**src/rtl/ene_hit_ctrl_pkg.sv**
```systemverilog
// Shared definitions for the enemy hit controller.
//  - VGA timing constants (visible area and last counts of line / frame)
//  - FSM state encoding (2 bits)
//  - id_w(): width of an enemy index bus, minimum 1
package ene_hit_ctrl_pkg;

  localparam logic [9:0] H_VIS  = 10'd640;
  localparam logic [9:0] V_VIS  = 10'd480;
  localparam logic [9:0] H_LAST = 10'd799;
  localparam logic [9:0] V_LAST = 10'd524;

  typedef enum logic [1:0] {
    ST_PLAY      = 2'd0,
    ST_HIT       = 2'd1,
    ST_GAME_OVER = 2'd2
  } state_e;

  function automatic int id_w(input int n);
    return (n > 1) ? $clog2(n) : 1;
  endfunction

endpackage

```
**src/rtl/ene_hit_ctrl_overlap_acc.sv**
```systemverilog
// hit_overlap_acc: per-frame player/enemy overlap accumulator.
//  Ports:
//   clk, rst_n          clock, async active-low reset
//   pixpulse_i          pixel enable
//   hcount_i, vcount_i  current pixel position
//   draw_player_i       player sprite covers pixel
//   draw_ene_i          per-enemy draw strobes
//   clear_i             synchronous clear (game restart)
//   fe_o                frame-end strobe (last pixel of the frame)
//   seen_o              an overlap happened this frame
//   seen_id_o           lowest enemy index of the first overlap this frame
module hit_overlap_acc
  import ene_hit_ctrl_pkg::*;
#(
  parameter int N_ENE = 2,
  parameter int IDW   = 1
) (
  input  logic             clk,
  input  logic             rst_n,
  input  logic             pixpulse_i,
  input  logic [9:0]       hcount_i,
  input  logic [9:0]       vcount_i,
  input  logic             draw_player_i,
  input  logic [N_ENE-1:0] draw_ene_i,
  input  logic             clear_i,
  output logic             fe_o,
  output logic             seen_o,
  output logic [IDW-1:0]   seen_id_o
);

  logic           seen_q;
  logic [IDW-1:0] seen_id_q;
  logic [IDW-1:0] first_id;
  logic           vis_ov;

  // Priority encoder: scanning downward leaves the lowest set index.
  always_comb begin
    first_id = '0;
    for (int i = N_ENE - 1; i >= 0; i--)
      if (draw_ene_i[i]) first_id = IDW'(i);
  end

  assign vis_ov = pixpulse_i && (hcount_i < H_VIS) && (vcount_i < V_VIS) &&
                  draw_player_i && (|draw_ene_i);
  assign fe_o   = pixpulse_i && (hcount_i == H_LAST) && (vcount_i == V_LAST);

  // The fe pixel is off-screen, so clearing on fe never drops an overlap;
  // the FSM samples seen_q on that same edge before it clears.
  always_ff @(posedge clk or negedge rst_n) begin
    if (!rst_n) begin
      seen_q    <= 1'b0;
      seen_id_q <= '0;
    end else if (clear_i || fe_o) begin
      seen_q    <= 1'b0;
      seen_id_q <= '0;
    end else if (vis_ov) begin
      seen_q <= 1'b1;
      if (!seen_q) seen_id_q <= first_id;
    end
  end

  assign seen_o    = seen_q;
  assign seen_id_o = seen_id_q;

endmodule

```
**src/rtl/ene_hit_ctrl.sv**
```systemverilog
// ene_hit_ctrl: player/enemy collision, lives, invulnerability and game-over.
//  Ports:
//   clk, rst_n          100 MHz clock, async active-low reset
//   pixpulse            pixel enable (1 clk in 4)
//   hcount, vcount      current pixel position
//   draw_player         player sprite covers pixel
//   draw_ene            per-enemy draw strobes
//   restart             1-clk pulse, returns everything to reset values
//   hit                 1-clk pulse when a life is lost
//   hit_id              enemy index of the last hit
//   lives               remaining lives
//   invuln              high while invulnerable after a hit
//   player_show         player visibility (blinks while invulnerable)
//   freeze              high in game over; gates enemy movement
module ene_hit_ctrl
  import ene_hit_ctrl_pkg::*;
#(
  parameter int N_ENE         = 2,
  parameter int START_LIVES   = 3,
  parameter int INVULN_FRAMES = 120,
  parameter int BLINK_FRAMES  = 8
) (
  input  logic                     clk,
  input  logic                     rst_n,
  input  logic                     pixpulse,
  input  logic [9:0]               hcount,
  input  logic [9:0]               vcount,
  input  logic                     draw_player,
  input  logic [N_ENE-1:0]         draw_ene,
  input  logic                     restart,
  output logic                     hit,
  output logic [id_w(N_ENE)-1:0]   hit_id,
  output logic [3:0]               lives,
  output logic                     invuln,
  output logic                     player_show,
  output logic                     freeze
);

  localparam int IDW = id_w(N_ENE);

  logic           fe, seen;
  logic [IDW-1:0] seen_id;

  state_e         state_q;
  logic [3:0]     lives_q;
  logic           hit_q, show_q, invuln_q, freeze_q;
  logic [IDW-1:0] hit_id_q;
  logic [7:0]     ifr_q, blk_q;

  hit_overlap_acc #(.N_ENE(N_ENE), .IDW(IDW)) u_acc (
    .clk           (clk),
    .rst_n         (rst_n),
    .pixpulse_i    (pixpulse),
    .hcount_i      (hcount),
    .vcount_i      (vcount),
    .draw_player_i (draw_player),
    .draw_ene_i    (draw_ene),
    .clear_i       (restart),
    .fe_o          (fe),
    .seen_o        (seen),
    .seen_id_o     (seen_id)
  );

  always_ff @(posedge clk or negedge rst_n) begin
    if (!rst_n) begin
      state_q  <= ST_PLAY;
      lives_q  <= 4'(START_LIVES);
      hit_q    <= 1'b0;
      hit_id_q <= '0;
      ifr_q    <= '0;
      blk_q    <= '0;
      show_q   <= 1'b1;
      invuln_q <= 1'b0;
      freeze_q <= 1'b0;
    end else if (restart) begin
      // Wins over a hit landing on the same fe edge.
      state_q  <= ST_PLAY;
      lives_q  <= 4'(START_LIVES);
      hit_q    <= 1'b0;
      hit_id_q <= '0;
      ifr_q    <= '0;
      blk_q    <= '0;
      show_q   <= 1'b1;
      invuln_q <= 1'b0;
      freeze_q <= 1'b0;
    end else begin
      hit_q <= 1'b0;
      if (fe) begin
        unique case (state_q)
          ST_PLAY: begin
            if (seen && lives_q != 4'd0) begin
              hit_q    <= 1'b1;
              hit_id_q <= seen_id;
              lives_q  <= lives_q - 4'd1;
              blk_q    <= '0;
              if (lives_q == 4'd1) begin
                state_q  <= ST_GAME_OVER;
                freeze_q <= 1'b1;
              end else begin
                state_q  <= ST_HIT;
                invuln_q <= 1'b1;
                ifr_q    <= 8'(INVULN_FRAMES);
              end
            end
          end
          ST_HIT: begin
            ifr_q <= ifr_q - 8'd1;
            if (ifr_q == 8'd1) begin
              state_q  <= ST_PLAY;
              invuln_q <= 1'b0;
              show_q   <= 1'b1;
              blk_q    <= '0;
            end else if (blk_q == 8'(BLINK_FRAMES - 1)) begin
              blk_q  <= '0;
              show_q <= ~show_q;
            end else begin
              blk_q <= blk_q + 8'd1;
            end
          end
          ST_GAME_OVER: begin
          end
          default: state_q <= ST_PLAY;
        endcase
      end
    end
  end

  assign hit         = hit_q;
  assign hit_id      = hit_id_q;
  assign lives       = lives_q;
  assign invuln      = invuln_q;
  assign player_show = show_q;
  assign freeze      = freeze_q;

endmodule
```
**config.mk**
```make
export PLATFORM = sky130hd
export DESIGN_NAME = ene_hit_ctrl
export DESIGN_NICKNAME = d
export VERILOG_FILES = /design/src/rtl/ene_hit_ctrl_pkg.sv /design/src/rtl/ene_hit_ctrl_overlap_acc.sv /design/src/rtl/ene_hit_ctrl.sv
export SDC_FILE = /design/constraint.sdc
export NUM_CORES = 1
export LEC_CHECK = 0
export BUFFER_PORTS_ARGS = -buffer_cell sky130_fd_sc_hd__buf_2
export CELL_PAD_IN_SITES_DETAIL_PLACEMENT = 1
export CELL_PAD_IN_SITES_GLOBAL_PLACEMENT = 1
export CORE_UTILIZATION = 42
export CTS_BUF_LIST = sky130_fd_sc_hd__clkbuf_16
export DETAILED_ROUTE_END_ITERATION = 16
export GPL_TIMING_DRIVEN = 0
export PLACE_DENSITY_LB_ADDON = 0.1
export SYNTH_ARGS = -nofsm -noshare
export SYNTH_HDL_FRONTEND = slang
export SYNTH_HIERARCHICAL = 1
export SYNTH_SLANG_ARGS = --single-unit
```
**constraint.sdc**
```tcl
create_clock -name clk -period 2.5 [get_ports clk]
set_input_delay 0.75 -clock clk [delete_from_list [all_inputs] [get_ports clk]]
set_output_delay 0.75 -clock clk [all_outputs]
set_load 0.005 [all_outputs]
```
After elaboration in Yosys (flattened, before gate mapping)
Index checks and enable logic that the tools add are counted.

word-level totals
  flip-flop bits (word level) = 29
  input port bits = 27
  output and inout bits = 9
  logic and storage cells = 108

cells by class
  add/subtract/negate cells = 3
  $lt $le $gt $ge = 2
  equality and inequality tests = 12
  multiplexer cells = 52
  bitwise operators = 1
  reduce and logical (&&, ||, !) cells = 27

operators with widths
  kind                  number
  $mux 8                9
  $pmux 8 s2            2
  $mux 1                30
  $eq 10x10->1 const B  2
  $mux 4                4
  $reduce_and 4->1      3
  $reduce_bool 2->1     6
  $lt 10x10->1 const B  1
  $lt 10x9->1 const B   1
  $mux 2                5
  $ne 3x3->1 const B    3
  $reduce_and 3->1      3
  $add 8x1->8 const B   1
  $eq 8x1->1 const B    1
  $eq 8x3->1 const B    1
  $sub 8x1->8 const B   1
  $logic_and 1x1->1     7
  $pmux 2 s3            1
  $reduce_bool 3->1     2
  $reduce_and 5->1      1
  $eq 4x1->1 const B    1
  $ne 2x2->1 const B    2
  $reduce_bool 4->1     1
  $sub 4x1->4 const B   1
  8 further kinds       8

Longest topological paths before layout
  depth after elaboration = 7
  gate-level depth with buffers = 8
  gate-level depth less buffers = 7

Cells and area by module
The synthesis kept the hierarchy.

modules (own cells, without submodules)
  module           times used  cells each  area each (µm²)  sequential area each (µm²)
  ene_hit_ctrl     1           175         1662.8           679.4
  hit_overlap_acc  1           19          180.2            50.0

Worst setup path before layout
No wires, ideal clock.

  path type = input port to flip-flop
  start = in hcount[5]
  end = reg ifr_q[1]
  setup time = 0.125 ns
  arrival = 2.644 ns
  required time = 2.375 ns
  path slack = -0.268 ns
  stages = 7
  buffers on the path = 0
  cells stage by stage = nor4b_1 > nand3_1 > nor4_2 > nor2b_1 > nor2_1 > a21oi_1 > mux2_2

on the way
  longest elaborated chain between the ends = 5

ends and longest elaborated chain
  what                            line                            source
  start: declaration              ene_hit_ctrl.sv:26              input logic [9:0] hcount,
  $eq 10x10->1                    ene_hit_ctrl_overlap_acc.sv:45  assign fe_o = pixpulse_i && (hcount_i == H_LAST) && (vcount_i == V_LAST);
  $logic_and 1x1->1 (2 in a row)  ene_hit_ctrl_overlap_acc.sv:45
  net fe                          ene_hit_ctrl.sv:41              logic fe, seen;
  $reduce_bool 2->1 (no line)     n/a
  $reduce_and 4->1 (no line)      n/a
  end signal: assignment          ene_hit_ctrl.sv:102             ifr_q <= 8'(INVULN_FRAMES);
  end signal: assignment          ene_hit_ctrl.sv:107             ifr_q <= ifr_q - 8'd1;
  end: declaration                ene_hit_ctrl.sv:48              logic [7:0] ifr_q, blk_q;

The timed path passes the listed nets, and every way through them passes these cells.
A chain may end at the register's enable or synchronous reset.

Final worst setup path
  start = in vcount[4]
  end = reg blk_q[4]

on the way
  longest elaborated chain between the ends = 4

ends and longest elaborated chain
  what                         line                            source
  start: declaration           ene_hit_ctrl.sv:27              input logic [9:0] vcount,
  $eq 10x10->1                 ene_hit_ctrl_overlap_acc.sv:45
  $logic_and 1x1->1            ene_hit_ctrl_overlap_acc.sv:45
  net fe                       ene_hit_ctrl.sv:41
  $reduce_bool 2->1 (no line)  n/a
  $reduce_and 3->1 (no line)   n/a
  end signal: assignment       ene_hit_ctrl.sv:117             blk_q <= blk_q + 8'd1;
  end: declaration             ene_hit_ctrl.sv:48

The timed path passes the listed nets, and every way through them passes these cells.

==> reports/qor_table.md <==
| Parameter | This run | Unit |
|:---|:---|:---|
| Run status | finished with violations | - |
| Failing checks | setup timing | - |
| WP data required | 2.64 | ns |
| Synthesized area divided by synthesized cell count | 9.50 | um2 |
| Routed wire length per instance | 17.4 | um |
| Least-Margin Pin Slew | 0.830 | ns |
| Final Wtd Congestion | 0.815 | - |
| Adder-Cell Fraction of Synth Area | 4.07 | % |
| Area added between synthesis and finish | 31.9 | % |
| Final sum of negative setup slack | -0.0385 | ns |
| Total number of placement rows | 23 | - |
| Syn. warnings | 6 | - |
| Placed wire-length estimate | 3670 | um |
| Gate Count Post-Synth | 194 | - |
| Area inside the core boundary | 4120 | um2 |
| Critical hold path startpoint | invuln | - |
| Post-synthesis async set-or-reset flop share | 100 | % |
| Number of setup violations in the final report | 3 | - |
| FF-to-FF path depth | 5 | - |
| Achievable frequency | 398 | MHz |
| Number of antenna violations at the first check in global routing | 0 | - |
| Number of remaining DRC errors | 0 | - |
| Type of origin of the critical path | primary input | - |
| Count of boundary I/O pins | 36 | - |
| Cell area after technology mapping | 1840 | um2 |
| Count of antenna diodes in the layout | 0 | - |
| Net count after synthesis | 227 | - |
| Path class of the lowest-slack min-delay path | register to register | - |
| Delay of the slowest cell on the worst path | 0.45 | ns |
| Post-CTS Hold Buffers | 0 | - |
| CP bufs+invs | 2 | - |
| Overflow left after global routing | 0 | - |
| Post-DR vias/cell | 5.82 | - |
| Crit Path Max Fanout | 5 | - |
| Post-synthesis sequential element count | 29 | - |
| Number of max-slew violations in the final report | 0 | - |
| Height of the die | 68.2 | um |
| Sink count of the clock tree | 29 | - |
| Area share of and/or/nand/nor cells after synthesis | 29.7 | % |
| RSZ-0062 raised after global routing | yes | - |
| Worst ir drop on vdd | 0.359 | mV |
| DRT antenna net count | 0 | - |
| Compound-Gate Fraction of Synth Area | 19.8 | % |
| Static Leakage | 1.07 | nW |
| Clock buffer count from CTS | 5 | - |
| Netlist cell types | 61 | - |
| Count of max-cap constraint violations | 0 | - |
| Clock input transition at the sequential cells of the worst setup and hold paths | 0.05 | ns |
| Pin count of the biggest net entering global routing | 30 | - |
| Count of flip-flops with a built-in enable after synthesis | 0 | - |
| Number of DRC markers after the initial detailed-route iteration | 52 | - |
| CP Capture Type | register | - |
| Port bufs | 35 | - |
| Most area-consuming cells after synthesis | dfrtp_1 (35%), dfstp_2 (4.3%), ha_1 (4.1%), nand2_1 (3.1%), nand3_1 (3.0%) | - |
| Final Cycle Share | 101 | % |
| Crit path launch | vcount[4] | - |
| Die footprint | 4660 | um2 |
| Routed wire length | 5220 | um |
| Crit-path slowest cell | nor4_4 | - |
| Power per cell area | 534 | nW/um2 |
| Length of the first detailed-routing pass in iterations | 4 | - |
| Terminus of the critical flop-to-flop path | ifr_q[1] | - |
| Flip-flop cell with the highest count after synthesis | dfrtp_1 | - |
| Beginning of the worst register-to-register path | lives[0] | - |
| Die width | 68.2 | um |
| WHS Path Cells | 1 | - |
| Skew final | 0.00639 | ns |
| DR vias | 1,741 | - |
| Combinational family with the most area after synthesis | simple AND/OR/NAND/NOR gates | - |
| Share of synthesized area occupied by flip-flops and latches | 39.6 | % |
| Reg-to-reg setup timing slack | 0.41 | ns |
| Number of failing hold endpoints at the final stage | 0 | - |
| Max_slew headroom | 44.3 | % |
| Yosys top cell area share | 35.3 | % |
| Family with the most delay on the worst path | simple AND/OR/NAND/NOR gates | - |
| Final worst path period need | 2.52 | ns |
| Number of global-route vias before repair | 1,701 | - |
| Final critical-path setup slack | -0.0156 | ns |
| Top cell type by total area after synthesis | dfrtp_1 | - |
| Clock tree buffer depth | 2 | - |
| Post-synthesis mux area share | 1.15 | % |
| WS Path Type | primary input to register | - |
| Total power after layout | 1.30 | mW |
| Critical path cell sequence | buf_6 > nor4_4 > nand4b_1 > nor4_4 > nor2b_4 > a31oi_4 > buf_6 > a22oi_2 > o31ai_4 | - |
| CTS tree | done | - |
| Initial standard-cell utilization of the core | 44.8 | % |
| First-pass GRT wire length | 8090 | um |
| Critical path depth in cells | 9 | - |
| Latest clock arrival within the worst-skew pair | 0.27 | ns |
| Final Net Count | 281 | - |
| Global-route usage over all layers | 23.6 | % |
| Hold worst-path end | invuln | - |
| Area after detailed placement | 2120 | um2 |
| Arrival time reported for the critical path endpoint | 2.66 | ns |
| Count of H-tree levels built during CTS | 2 | - |
| Layout cells sized above 1 | 35.3 | % |
| Clock root cell | clkbuf_16 | - |
| Final design area excluding fillers | 2430 | um2 |
| Area share of xor/xnor cells in the synthesized design | 1.43 | % |
[final cells by class]
cell class              instances  area [um2]
multi-input cells             148        1140
repair buffers                 47         275
well taps                      50        62.6
inverters                      11        41.3
fillers                       488        1680
plain buffers                   6        42.5
clock buffers                   5         125
flip-flops and latches         29         729
clock inverters                 3        12.5
[where the power goes]
group	leakage, nW	switching, mW	internal (mW)
Sequential	0.386	0.0224	0.489
Combinational	0.615	0.123	0.0989
Clock	0.0687	0.205	0.359
Total	1.07	0.350	0.947
[cells in the mapped netlist (all sizes together), types with 2 or more instances]
cell type and instances:
ha 6, o211ai 3, nor4b 3, nand3b 3, or3 2, or4b 3
o31ai 3, nand4b 3, a22oi 2, nor3 6, and3b 2, nand3 12
clkbuf 3, or2 4, inv 11, nand4 4, a211oi 6, o21ai 8
a21oi 10, buf 3, or3b 3, a31oi 4, a211o 2, o22ai 4
dfrtp 26, and3 2, xor2 2, and2 2, nor4 2, nand2 15
nor2 14, nor2b 3, dfstp 3
[how the worst max path moves through the flow]
| stage | end | slack (ns) |
|---|---|---|
| 3_3_place_gp | ifr_q[1] | -0.43 |
| 5_1_grt | blk_q[4] | -0.17 |
| 2_1_floorplan | ifr_q[1] | -0.02 |
| 6_report | blk_q[4] | -0.02 |
| 4_1_cts | ifr_q[1] | 0.02 |
| 3_5_place_dp | ifr_q[1] | -0.50 |
[registers in the layout, summed over array words and instances (netlist names)]
register / cells
blk_q: 8
freeze: 1
hit: 1
hit_id: 1
ifr_q: 8
invuln: 1
lives: 4
player_show: 1
state_q: 2
u_acc/seen_id_o: 1
u_acc/seen_o: 1
[timing repair]
action | in CTS | in global routing
setup buffers | 2 | 9
gates resized for setup | 0 | 13
pin swaps | 1 | 10
endpoints found under the setup margin | 18 | 26
cloned | 0 | 1
[cell usage in the layout (no fill, tap or decap), drive strengths merged, types with 6 or more instances in the layout]
cell type,instances
nand2,15
a211oi,6
buf,50
nor2,14
inv,11
nor3,6
o21ai,8
a21oi,10
ha,6
dfrtp,26
clkbuf,8
nand3,12
[logic make-up (layout without fill, tap and decap cells)]
logic type / count (synthesis) / count (layout)
AO/OA/AOI/OAI: 50 / 50
XOR/XNOR: 3 / 3
adder cells (fa/ha/maj): 6 / 6
buffers and inverters: 17 / 72
flip-flops: 29 / 29
multiplexers: 2 / 2
AND/OR/NAND/NOR: 87 / 87
[metal layers]
layer	GRT usage, %	part of all wire [%]	vias up
met1	28.2	42	857
met4	5.73	0.92	0
li1	-	-	830
met5	0	0	-
met2	41.7	52	48
met3	6.33	4.7	6
[per-stage QoR]
| stage | hold WS [ns] | instances | util, % | setup slack (ns) |
|---|---|---|---|---|
| 6_report | 0.495 | 299 | 59.1 | -0.0156 |
| 2_1_floorplan | 0.454 | 194 | - | -0.0195 |
| 5_1_grt | 0.517 | 299 | 59.1 | -0.165 |
| 3_3_place_gp | 0.480 | 279 | 51.6 | -0.428 |
| 3_5_place_dp | 0.485 | 279 | 51.6 | -0.505 |
| 4_1_cts | 0.498 | 289 | 55.3 | 0.0164 |
(Power assumes the default switching activity.)
